File: config.mk
export PLATFORM = sky130hd
export DESIGN_NAME = div_arbiter
export DESIGN_NICKNAME = d
export VERILOG_FILES = /design/src/rtl/div_arbiter.sv
export SDC_FILE = /design/constraint.sdc
export NUM_CORES = 1
export LEC_CHECK = 0
export CAP_MARGIN = 10
export CORE_UTILIZATION = 52
export CTS_BUF_LIST = sky130_fd_sc_hd__clkbuf_4
export DETAILED_ROUTE_END_ITERATION = 6
export PLACE_DENSITY = 0.92
export REMOVE_ABC_BUFFERS = 1
export SLEW_MARGIN = 30
export SYNTH_ARGS = -nofsm -noshare
export SYNTH_HDL_FRONTEND = slang
export SYNTH_SLANG_ARGS = --single-unit
export TNS_END_PERCENT = 10
File: constraint.sdc
create_clock -name clock -period 2.4 [get_ports clock]
set_input_delay 0.36 -clock clock [delete_from_list [all_inputs] [get_ports clock]]
set_output_delay 0.36 -clock clock [all_outputs]
set_load 0.01 [all_outputs]
File: src/rtl/div_arbiter.sv
// Two-requester round-robin front end for one shared divider.
// Latency: valid rises k+3 cycles after the sampled request (k = divider latency); a zero divisor gives 2.
// Backpressure: none. Requests are latched as pending, and a repeat request overwrites its operands.
module div_arbiter #(
  parameter int NUM_WIDTH = 20,
  parameter int DEN_WIDTH = 14,
  parameter int QUO_WIDTH = 10,
  parameter int TIMEOUT   = 255
) (
  input  logic                 clock,
  input  logic                 reset,
  input  logic                 req0,
  input  logic [NUM_WIDTH-1:0] num0,
  input  logic [DEN_WIDTH-1:0] den0,
  input  logic                 req1,
  input  logic [NUM_WIDTH-1:0] num1,
  input  logic [DEN_WIDTH-1:0] den1,
  output logic                 div_start,
  output logic [NUM_WIDTH-1:0] div_num,
  output logic [DEN_WIDTH-1:0] div_den,
  input  logic                 div_done,
  input  logic [QUO_WIDTH-1:0] div_quo,
  output logic                 valid0,
  output logic                 valid1,
  output logic [QUO_WIDTH-1:0] result,
  output logic                 err,
  output logic                 busy
);

  localparam int WAIT_WIDTH = $clog2(TIMEOUT + 1);
  localparam logic [WAIT_WIDTH-1:0] WAIT_LAST = WAIT_WIDTH'(TIMEOUT);

  typedef enum logic [1:0] {ST_IDLE, ST_BUSY, ST_RESP} state_t;

  state_t                r_state;
  state_t                w_state_nxt;
  logic                  r_pend0;
  logic                  r_pend1;
  logic                  r_last_grant;
  logic                  r_grant;
  logic [NUM_WIDTH-1:0]  r_num0;
  logic [NUM_WIDTH-1:0]  r_num1;
  logic [DEN_WIDTH-1:0]  r_den0;
  logic [DEN_WIDTH-1:0]  r_den1;
  logic [WAIT_WIDTH-1:0] r_wait;

  logic                  w_grant_vld;
  logic                  w_grant_sel;
  logic                  w_den_zero;
  logic                  w_done_ok;
  logic                  w_timeout;
  logic [WAIT_WIDTH-1:0] w_wait_inc;
  logic [NUM_WIDTH-1:0]  w_sel_num;
  logic [DEN_WIDTH-1:0]  w_sel_den;

  // State register; reset abandons any transaction in flight.
  always_ff @(posedge clock or negedge reset) begin
    if (!reset) r_state <= ST_IDLE;
    else        r_state <= w_state_nxt;
  end

  // Next state, grant choice and BUSY exit conditions.
  always_comb begin
    w_state_nxt = r_state;
    w_grant_vld = 1'b0;
    w_grant_sel = 1'b0;
    w_done_ok   = 1'b0;
    w_timeout   = 1'b0;
    w_wait_inc  = r_wait + 1'b1;
    w_sel_num   = r_num0;
    w_sel_den   = r_den0;
    w_den_zero  = 1'b0;
    case (r_state)
      ST_IDLE: begin
        if (r_pend0 || r_pend1) begin
          w_grant_vld = 1'b1;
          // With both pending, the requester not served last wins.
          w_grant_sel = (r_pend0 && r_pend1) ? ~r_last_grant : r_pend1;
          w_sel_num   = w_grant_sel ? r_num1 : r_num0;
          w_sel_den   = w_grant_sel ? r_den1 : r_den0;
          w_den_zero  = (w_sel_den == '0);
          w_state_nxt = w_den_zero ? ST_RESP : ST_BUSY;
        end
      end
      ST_BUSY: begin
        if (div_done) begin
          w_done_ok   = 1'b1;
          w_state_nxt = ST_RESP;
        end else if (w_wait_inc == WAIT_LAST) begin
          w_timeout   = 1'b1;
          w_state_nxt = ST_RESP;
        end
      end
      ST_RESP: w_state_nxt = ST_IDLE;
      default: w_state_nxt = ST_IDLE;
    endcase
  end

  // Pending flags and operand capture; a request arriving in RESP keeps its flag set.
  always_ff @(posedge clock or negedge reset) begin
    if (!reset) begin
      r_pend0 <= 1'b0;
      r_pend1 <= 1'b0;
      r_num0  <= '0;
      r_num1  <= '0;
      r_den0  <= '0;
      r_den1  <= '0;
    end else begin
      if (req0) begin
        r_pend0 <= 1'b1;
        r_num0  <= num0;
        r_den0  <= den0;
      end else if (r_state == ST_RESP && !r_grant) begin
        r_pend0 <= 1'b0;
      end
      if (req1) begin
        r_pend1 <= 1'b1;
        r_num1  <= num1;
        r_den1  <= den1;
      end else if (r_state == ST_RESP && r_grant) begin
        r_pend1 <= 1'b0;
      end
    end
  end

  // Divider launch: operands are registered and start pulses once per nonzero-divisor grant.
  always_ff @(posedge clock or negedge reset) begin
    if (!reset) begin
      div_start <= 1'b0;
      div_num   <= '0;
      div_den   <= '0;
      r_grant   <= 1'b0;
    end else begin
      div_start <= 1'b0;
      if (w_grant_vld) begin
        r_grant <= w_grant_sel;
        if (!w_den_zero) begin
          div_start <= 1'b1;
          div_num   <= w_sel_num;
          div_den   <= w_sel_den;
        end
      end
    end
  end

  // BUSY wait counter, cleared at each grant.
  always_ff @(posedge clock or negedge reset) begin
    if (!reset)                   r_wait <= '0;
    else if (w_grant_vld)         r_wait <= '0;
    else if (r_state == ST_BUSY)  r_wait <= w_wait_inc;
  end

  // Result/err: quotient on done, saturated on zero divisor or timeout; held otherwise.
  always_ff @(posedge clock or negedge reset) begin
    if (!reset) begin
      result <= '0;
      err    <= 1'b0;
    end else if (w_done_ok) begin
      result <= div_quo;
      err    <= 1'b0;
    end else if (w_timeout || (w_grant_vld && w_den_zero)) begin
      result <= '1;
      err    <= 1'b1;
    end
  end

  // Response pulse to the granted requester and round-robin bookkeeping.
  always_ff @(posedge clock or negedge reset) begin
    if (!reset) begin
      valid0       <= 1'b0;
      valid1       <= 1'b0;
      r_last_grant <= 1'b1;
    end else begin
      valid0 <= (r_state == ST_RESP) && !r_grant;
      valid1 <= (r_state == ST_RESP) &&  r_grant;
      if (r_state == ST_RESP) r_last_grant <= r_grant;
    end
  end

  assign busy = (r_state != ST_IDLE);

endmodule
==> reports/results.ini, run 1 <==
[drt]
avgViaCountPerCell = 5.46
drc = 0
dr.pass1.iters = 6
ant_nets = 0
vias = 3733
drt_iter0_markers = 201
post_drt_wl_per_cell_um = 18.4
wirelength_um = 12600

[synth]
ys_seq_elements = 130
synth.distinct_cells = 33
syn_area_sq_um = 5590
ys_warn_count = 0
synth_simple_gate_area_share_pct = 5.87
synth.area.mux_share_pct = 29.7
synth_compound_area_share_pct = 3.38
yosysSeqAreaShare_pct = 58.2
async_reset_ff_share_pct = 100
synthXorXnorAreaFrac_pct = 0.313
synth_cells = 396
synth_top_family_by_area = multiplexers
synth_adder_area_share_pct = 0.448
synth_edf_count = 0
synthFlopType = dfrtp_1
synth.avg_cell_area_sq_um = 14.1

[placement]
place_congestion = 0.825
placedCellCount = 651
dpl.hpwl_um = 8430
port_buffers = 131
place_area_sq_um = 7050

[final_layout]
finalNetCount = 620
area_growth_pct = 32.0
drive_gt1_share_pct = 33.2
fin_cells = 684
n_antenna_cell = 0
fin_area_sq_um = 7380

[setup_path]
slowest_delay_ps = 500
worstSetupStartpointType = flip-flop
cpMaxStageDelayCell = clkdlybuf4s50_1
cp_max_fo = 5
cp_cell_sequence = nor2_1 > inv_1 > clkdlybuf4s50_1
crit_end = busy
crit-reg2reg-launch = r_den0[3]
cp.required_ps = 2040
path_class = reg2out
rrSetupSlack_ps = 300
setup.worst_path.end_class = primary output
rr_worst_depth = 6
critPathLaunch = r_state[1]
crit_arrival_ps = 1790
reg2reg_to = div_num[5]

[global_route]
grtUsageMet2_pct = 39.2
grt_overflow = 0
grt_pass1_vias = 4022
antenna_found_initial = 0
grt_pass1_wl_um = 20300
gr-usage-met1_pct = 28.6
grt_max_degree = 55
busiest_layer = met2
grt_use_met3_pct = 8.47
track_usage_pct = 23.9

[sta]
fin_worst_skew_ps = 18.9
fin_setup_tns_ps = 0
whs_ps = 343
hold_viol = 0
slew_headroom_pct = 59.3
worstMarginPinSlew_ps = 608
setup_viol = 0
fmax_mhz = 465
slew_violations = 0
period_share_pct = 89.6
period_needed_ps = 2150
rsz0062_at_grt = false

[die]
fp.dieW_um = 106
die_area_sq_um = 11200
ios = 132
die_h_um = 106
initial_core_util_pct = 53.9
rows = 37
core_area_sq_um = 10400

[clocking]
root_buffer = clkbuf_4
clk_pin_slew_worst_paths_ps = 120
clkSinkCount = 130
numCtsBuffers = 17
clk_path_buf_depth = 2
htreeDepth = 4
clock_latency_ps = 530
cts_setup_buffers = 0
cts_tree = done

[pwr]
p_leak_nw = 3.14
switching_share_pct = 31.8
power.density_nw_per_um2 = 1090
vdd_drop_max_v = 0.000535
clock_power_share_pct = 20.0
internal_power_mw = 5.50
pwr-share-seq_pct = 39.6
p_comb_share_pct = 40.4
p_switching_mw = 2.56

[status]
status = complete, no violations

[min_path]
hold_path_class = in2async

[job]
drv_cap = 0

[cell usage after synthesis (2+ instances only)]
library cell / instances / area [sq um]
buf_1: 6 / 22.5
and2_1: 2 / 12.5
a21oi_1: 14 / 70.1
buf_6: 3 / 33.8
nand3_1: 6 / 30.0
nand4_1: 3 / 18.8
mux2_2: 107 / 1200
buf_2: 2 / 10.0
nand2_1: 12 / 45.0
clkbuf_1: 8 / 30.0
nor2_1: 28 / 105
ha_1: 2 / 25.0
o32ai_1: 2 / 17.5
nor4_1: 6 / 37.5
and3_1: 3 / 18.8
mux2i_1: 2 / 20.0
nand2b_1: 3 / 18.8
dfrtp_1: 129 / 3230
mux2_4: 29 / 435
inv_1: 5 / 18.8
o21ai_0: 12 / 60.1
[cell type report]
| cell class | instances | area [sq um] |
|---|---|---|
| Sequential cell | 130 | 3250 |
| Clock buffer | 18 | 135 |
| Multi-Input combinational cell | 242 | 2220 |
| Timing Repair Buffer | 139 | 1400 |
| Fill cell | 674 | 2990 |
| Clock inverter | 14 | 179 |
| Inverter | 5 | 18.8 |
| Tap cell | 136 | 170 |
[placed cells by master (no fill, tap or decap), types with 3 or more instances in the layout]
cell type / synthesis / final
clkbuf_4: 0 / 18
buf_4: 0 / 5
nor4_1: 6 / 6
inv_1: 5 / 5
inv_6: 0 / 3
nor2_1: 28 / 28
nand2_1: 12 / 12
clkinv_4: 0 / 5
nand4_1: 3 / 3
nand3_1: 6 / 6
clkdlybuf4s50_1: 0 / 128
o21ai_0: 12 / 12
nand2b_1: 3 / 3
bufinv_16: 0 / 3
a21oi_1: 14 / 14
dfrtp_1: 129 / 129
buf_12: 0 / 3
and3_1: 3 / 3
mux2_2: 107 / 107
mux2_4: 29 / 29
[critical path, delay by kind of cell (launching register included)]
kind,cells,cell delay (ps)
AND/OR/NAND/NOR,1,260
flip-flops,1,440
buffers and inverters,2,570
[how the worst min path moves through the flow]
stage          startpoint          to  slack [ps]  cells past startpoint
6_report            reset  div_num[3]         340                      2
5_1_grt             reset  r_num0[15]         350                      2
4_1_cts             reset  r_num0[15]         320                      2
3_5_place_dp        reset  r_num0[15]         380                      1
3_3_place_gp        reset  r_num0[15]         370                      1
2_1_floorplan       reset  div_den[0]          60                      0
[power groups by stage]
| stage | clock, mW | combinational, mW | sequential, mW |
|---|---|---|---|
| 6_report | 1.61 | 3.26 | 3.19 |
| 5_1_grt | 1.73 | 3.47 | 3.25 |
| 4_1_cts | 1.64 | 3.28 | 3.18 |
| 3_5_place_dp | 0 | 3.26 | 3.20 |
| 3_3_place_gp | 0 | 3.15 | 3.18 |
| 2_1_floorplan | 0 | 1.69 | 3.29 |
[cells by family after synthesis]
| kind of cell | after synthesis |
|---|---|
| muxes | 138 |
| DFF | 130 |
| and+or+nand+nor | 68 |
| AOI/OAI and AO/OA | 32 |
| buffers and inverters | 24 |
| xor gates and xnor gates | 2 |
| adders and majority gates | 2 |
[metal layers]
layer	up-vias	share of wire, %	routed length, um
met1	1872	41	5080
met2	142	50	6220
met5	-	0	0
met3	27	7.9	992
met4	0	2.0	254
li1	1692	-	-
[timing repair]
| item | in CTS | in global routing |
|---|---|---|
| hold endpoints to repair | 40 | 0 |
| hold buffers | 1 | 0 |
| resized for setup | 0 | 0 |
[state kept, by name (all words and copies together), names as in the netlist, 2 cells and up]
register and cells:
r_num1 20, r_den1 14, r_num0 20, r_den0 14, div_num 20, div_den 14
r_wait 8, r_state 2, result 10
[per-stage QoR]
step	setup WS, ps	utilization, %	power [mW]
final	249	71.1	8.06
after global routing	164	71.1	8.45
after CTS	211	71.1	8.10
after detailed placement	307	68.0	6.46
after global placement	348	68.0	6.34
after floorplan	48.2	-	4.99
Power figures use the tool's default switching activity.
==> run 2, diff against run 1 <==
--- a/config.mk
+++ b/config.mk
@@ -6,10 +6,11 @@
 export NUM_CORES = 1
 export LEC_CHECK = 0
 export CAP_MARGIN = 10
-export CORE_UTILIZATION = 52
+export CORE_UTILIZATION = 57
 export CTS_BUF_LIST = sky130_fd_sc_hd__clkbuf_4
 export DETAILED_ROUTE_END_ITERATION = 6
-export PLACE_DENSITY = 0.92
+export DONT_BUFFER_PORTS = 1
+export PLACE_DENSITY = 0.81
 export REMOVE_ABC_BUFFERS = 1
 export SLEW_MARGIN = 30
 export SYNTH_ARGS = -nofsm -noshare
==> run 2 against run 1 <==
The run now ends with hold timing left. Largest power group is now registers. Clock skew is 7.9 ps higher. Largest cell class unchanged. Global-route usage grew 2.7 points. Combinational power shrank 33%. Cell count is 8.6% lower. Critical path type is now reg2reg. Power shrank 7.8%. Sequential share of layout area grew 3.0 points. Highest routed layer unchanged. Sequential power grew 7.8%. Die area fell by 8.6%. Wire length down 0.85%. First-iteration DRC count shrank 47%. Hold slack got worse by 820 ps. Worst setup slack gained 100 ps.
==> reports/results.ini, run 2 (synthesis gave the netlist of run 1 again) <==
[status]
status = finished, violations left  ; was complete, no violations
failed_checks = hold timing

[setup_path]
crit_top_cell = a21oi_1
path_class = reg2reg  ; was reg2out
path_delay_family = simple AND/OR/NAND/NOR gates  ; was buffers and inverters
crit_arrival_ps = 2490  ; was 1790 ps
worstSetupStartpointType = flip-flop  ; unchanged
rr_worst_depth = 6  ; unchanged
cpMaxStageDelayCell = dfrtp_1  ; was clkdlybuf4s50_1
setup.worst_path.end_class = flip-flop  ; was primary output
critPathBufInv = 1  ; was 2
cp.required_ps = 2840  ; was 2040 ps
cp_num_cells = 6  ; was 3
slowest_delay_ps = 430  ; was 500 ps
cp_cell_sequence = nor2_1 > nand2_2 > o32ai_1 > a21oi_1 > buf_4 > a21oi_1  ; was nor2_1 > inv_1 > clkdlybuf4s50_1
cp_max_fo = 22  ; was 5

[final_layout]
mostFrequentLayoutCell = dfrtp_1  ; unchanged
top_regs = div_num (20), r_num0 (20), r_num1 (20)  ; unchanged
drive_gt1_share_pct = 35.9  ; was 33.2%
n_antenna_cell = 0  ; unchanged
finalNetCount = 568  ; was 620
fin_area_sq_um = 6910  ; was 7380 sq um
area_growth_pct = 23.6  ; was 32.0%
utilization_pct = 73.7  ; was 71.1%
fillers = 602  ; was 674
layout_common_cells = dfrtp_1, mux2_2, dlygate4sd3_1  ; was dfrtp_1, clkdlybuf4s50_1, mux2_2

[global_route]
track_usage_pct = 26.6  ; was 23.9%
grt_overflow = 0  ; unchanged
grt_pass1_vias = 3841  ; was 4022
grt_max_degree = 131  ; was 55
antenna_found_initial = 0  ; unchanged
grt_pass1_wl_um = 20000  ; was 20300 um

[die]
core_area_sq_um = 9370  ; was 10400 sq um
fp.dieW_um = 101  ; was 106 um
die_h_um = 101  ; was 106 um
rows = 35  ; was 37
ios = 132  ; unchanged
die_area_sq_um = 10200  ; was 11200 sq um
initial_core_util_pct = 59.6  ; was 53.9%

[sta]
setup_viol = 0  ; unchanged
fin_setup_tns_ps = 0  ; unchanged
hold_viol = 130  ; was 0
worstMarginPinSlew_ps = 625  ; was 608 ps
fmax_mhz = 488  ; was 465 MHz
slew_headroom_pct = 58.2  ; was 59.3%
slew_violations = 0  ; unchanged
period_share_pct = 85.5  ; was 89.6%
whs_ps = -476  ; was 343 ps
period_needed_ps = 2050  ; was 2150 ps
fin_worst_skew_ps = 26.8  ; was 18.9 ps
rsz0062_at_grt = false  ; unchanged

[drt]
drt_iter0_markers = 106  ; was 201
dr.pass1.iters = 4  ; was 6
avgViaCountPerCell = 5.54  ; was 5.46
drc = 0  ; unchanged
ant_nets = 0  ; unchanged
vias = 3465  ; was 3733
post_drt_wl_per_cell_um = 19.9  ; was 18.4 um
wirelength_um = 12400  ; was 12600 um

[placement]
dpl.hpwl_um = 7310  ; was 8430 um
port_buffers = 0  ; was 131
place_congestion = 0.845  ; was 0.825
place_area_sq_um = 5700  ; was 7050 sq um

[clocking]
cts_setup_buffers = 0  ; unchanged
root_buffer = clkbuf_4  ; unchanged
clock_latency_ps = 530  ; about the same
htreeDepth = 4  ; unchanged
clk_path_buf_depth = 2  ; unchanged
clkSinkCount = 130  ; unchanged
numCtsBuffers = 17  ; unchanged
cts_tree = done  ; unchanged
clk_pin_slew_worst_paths_ps = 130  ; was 120 ps

[pwr]
vdd_drop_max_v = 0.000846  ; was 0.000535 V
p_leak_nw = 2.97  ; was 3.14 nW
power.density_nw_per_um2 = 1080  ; was 1090 nW/um^2

[job]
drv_cap = 0  ; unchanged

[min_path]
hold_path_class = in2async  ; unchanged

## run 2: cell count changes in the layout (fill, tap and decap cells not counted)
cell / delta
buf_2: -2
buf_4: -2
bufinv_16: +2
clkbuf_4: -1
clkdlybuf4s50_1: -128
clkinv_4: -3
clkinvlp_4: +2
dlygate4sd3_1: +80
inv_6: -1
inv_8: +1
## run 2: final timing paths
kind | from | end | slack, ps
worst max-delay path | r_state[1] | result[7] | 350
worst min-delay path | reset | r_num1[7] | -480
worst max register to register | r_state[1] | result[7] | 350
worst min register to register | r_last_grant | r_last_grant | 500
max in group asynchronous | reset | r_grant | 2620
min in group clock | req1 | r_pend1 | 200
## run 2: power breakdown
part	total (mW)	leakage [nW]	switching [mW]	internal (mW)
logic	2.19	1.27	0.882	1.31
clock network	1.79	0.174	0.852	0.943
registers	3.44	1.53	0.670	2.77
## run 2: final cells by class
cell class,instances,area (sq um),area share (%)
clock inverters,15,230,3.33
well taps,129,161,2.34
inverters,5,18.8,0.272
multi-input cells,242,2220,32.1
repair buffers,87,893,12.9
clock buffers,17,128,1.85
flip-flops and latches,130,3250,47.1
## run 2: repair_timing
action	CTS	global route
hold endpoints to repair	210	131
resized for setup	0	0
hold buffers	82	1
## run 2: routing by layer
| metal | vias to the layer above | share of wire (%) | global-route usage, % |
|---|---|---|---|
| met5 | - | 0 | 0 |
| met4 | 0 | 1.1 | 6.58 |
| met3 | 14 | 7.3 | 10.5 |
| met2 | 110 | 53 | 47.6 |
| met1 | 1763 | 39 | 29.7 |
| li1 | 1578 | - | - |
## run 2: metrics by stage
stage	hold slack (ps)	cells	setup WS (ps)	power (mW)
after floorplan	64.4	377	48.2	4.99
after global placement	69.4	510	449	5.40
after detailed placement	69.7	510	412	5.51
after CTS	-529	624	387	7.44
after global routing	-550	625	227	7.83
final	-476	625	349	7.43
==> RTL edit: new RTL, config.mk and constraints of run 2 <==
Register the output `div_num` once more, cleared by the reset; this adds one clock of latency there. The other outputs are not delayed to match.
--- a/src/rtl/div_arbiter.sv
+++ b/src/rtl/div_arbiter.sv
@@ -32,4 +32,6 @@
 
   typedef enum logic [1:0] {ST_IDLE, ST_BUSY, ST_RESP} state_t;
+
+  logic [NUM_WIDTH-1:0] div_num_s0;
 
   state_t                r_state;
@@ -128,5 +130,5 @@
     if (!reset) begin
       div_start <= 1'b0;
-      div_num   <= '0;
+      div_num_s0 <= '0;
       div_den   <= '0;
       r_grant   <= 1'b0;
@@ -137,5 +139,5 @@
         if (!w_den_zero) begin
           div_start <= 1'b1;
-          div_num   <= w_sel_num;
+          div_num_s0 <= w_sel_num;
           div_den   <= w_sel_den;
         end
@@ -180,3 +182,11 @@
   assign busy = (r_state != ST_IDLE);
 
+  always_ff @(posedge clock or negedge reset) begin
+    if (!reset) begin
+      div_num <= '0;
+    end else begin
+      div_num <= div_num_s0;
+    end
+  end
+
 endmodule
Behaviour: not the same (a bounded check fails within 4 cycles, from zero or initial values and one cycle with reset low).
==> RTL edit against run 2 <==
The run still ends with hold timing left. Hold slack barely moved. Count of clock-buffer cells in the layout rose by 1. Clock power fell by 23%. First-iteration DRC count rose by 41%. Total power rose by 0.28%. Synthesized area rose by 7.7%. Worst setup slack got worse by 90 ps. Design area rose by 4.4%. Sequential cell count rose by 20. Highest routed layer unchanged. Routed wire length fell by 3.4%. Critical path depth fell by 2. Non-clock buffer count fell by 1. Largest cell class unchanged.
==> RTL edit: results (changes against run 2) <==
failing checks -> hold timing
synth cell count leaders -> 149 x dfrtp_1, 122 x mux2_2, 27 x nor2_1
Final Skew -> 18.51 ps (-8.283 ps)
# fillers -> 688 (+14%)
slowest CP cell -> or3b_2
share of cells above drive strength 1 -> 0.3282 (-0.03072)
Routed wire per std cell -> 18.48 um (-7.2%)
Worst Hold Class -> input pin to asynchronous set/reset pin
maxcap violations -> 0 (unchanged)
Post-synth EDFFs -> 0 (unchanged)
router iterations before antenna repair -> 4 (unchanged)
synth unique cells -> 40 (+21%)
Port Buffer Count -> 0 (unchanged)
first-pass GRT wire length -> 20,240 um (+1.3%)
root buf cell -> clkbuf_4
Peak supply drop -> 0.0006552 V (-23%)
CTS Buf Count -> 17 (unchanged)
Slew headroom -> 0.4821 (-0.09971)
vias per inst -> 5.571 (+0.49%)
P_int -> 5.000 mW (-0.54%)
CP endpoint -> err
CTS Buffer Depth -> 2 (unchanged)
CP max stage delay -> 610 ps (+180 ps)
initial DRC count -> 149 (+41%)
ANT cells -> 0 (unchanged)
hpwl dp -> 7267 um (-0.59%)
Leak -> 3.058 nW (+2.9%)
Final setup viols -> 0 (unchanged)
Synth area leaders -> dfrtp_1 62%, mux2_2 23%, mux2_1 2.2%
crit path DAT -> 2570 ps (+80 ps)
GRT Util Overall -> 0.2408 (-0.02547)
R2R cell count -> 4 (-2)
largest net degree at the start of global routing -> 151 (+15%)
cell family with most CP delay -> simple AND/OR/NAND/NOR gates
Reg2Reg Setup Slack -> 260 ps (-90 ps)
ys async rst share -> 1.000 (unchanged)
sequential fraction of the synthesis area -> 0.6236 (+0.04138)
# Post-CTS Setup Buffers -> 0 (unchanged)
Yosys warnings -> 0 (unchanged)
CTS resizes -> 0 (unchanged)
hold slack final -> -475.1 ps (+0.4820 ps)
clk_lat worst skew -> 510 ps (-20 ps)
CP max FO -> 12 (-45%)
status -> finished, violations left
clock-pin slew on the worst setup and hold paths -> 130 ps (about the same)
H-tree depth -> 4 (unchanged)
critical path class -> flop to flop
Main synth FF type -> dfrtp_1
number of global-route vias before repair -> 3,993 (+4.0%)
RePlAce Congestion -> 0.7533 (-11%)
antenna violations before repair -> 0 (unchanged)
Layout Nets -> 587 (+3.3%)
final hold violations -> 150 (+15%)
r2r startpoint -> r_den0[0]
RTL edit: cell count changes in the layout (fill, tap and decap cells not counted), sizes merged, moves of 3 or more:
cell / change
a21oi: -14
a31oi: +12
bufinv: -4
clkinv: +8
clkinvlp: -3
dfrtp: +20
dlygate4sd3: -3
nand4: -3
RTL edit: final cells by class:
| type | count | area share |
|---|---|---|
| flip-flops and latches | 150 | 0.5207 |
| multi-input cells | 242 | 0.2974 |
| repair buffers | 86 | 0.1215 |
| well taps | 136 | 0.02360 |
| clock buffers | 18 | 0.01874 |
| clock inverters | 14 | 0.01544 |
| inverters | 5 | 0.002603 |
RTL edit: routing by layer:
| metal | track usage | routed length, um |
|---|---|---|
| met1 | 0.2993 | 4996 |
| met2 | 0.3917 | 5969 |
| met3 | 0.08734 | 894 |
| met4 | 0.08149 | 166 |
| met5 | 0 | 0 |
RTL edit: per-stage QoR:
stage               worst slack, ps  cell area [sq um]  power [mW]  cells
floorplan                    -277.0               5918       5.384    397
global placement              336.4               6138       5.894    538
finish                        259.3               7211       7.451    651
detailed placement            306.7               6138       5.983    538
CTS                           279.9               7196       7.500    649
global route                  234.8               7211       7.893    651
RTL edit: cell families after synthesis:
group / synth area share
flops: 0.6237
simple gates: 0.05611
xor+xnor: 0.005820
compound gates: 0.03783
mux: 0.2523
buf+inv: 0.02016
fa+ha+maj: 0.004156
RTL edit: repair_timing:
item                       CTS  global route
hold buffers                79             1
hold endpoints to repair   229           151
setup endpoints to repair    0             0
RTL edit: power by group through the flow:
stage	Combinational [mW]	Clock, mW	Sequential, mW
after floorplan	1.55	0	3.84
after global placement	1.91	0	3.98
after detailed placement	1.97	0	4.02
after CTS	2.11	1.42	3.96
after global routing	2.32	1.52	4.06
final	2.11	1.38	3.96
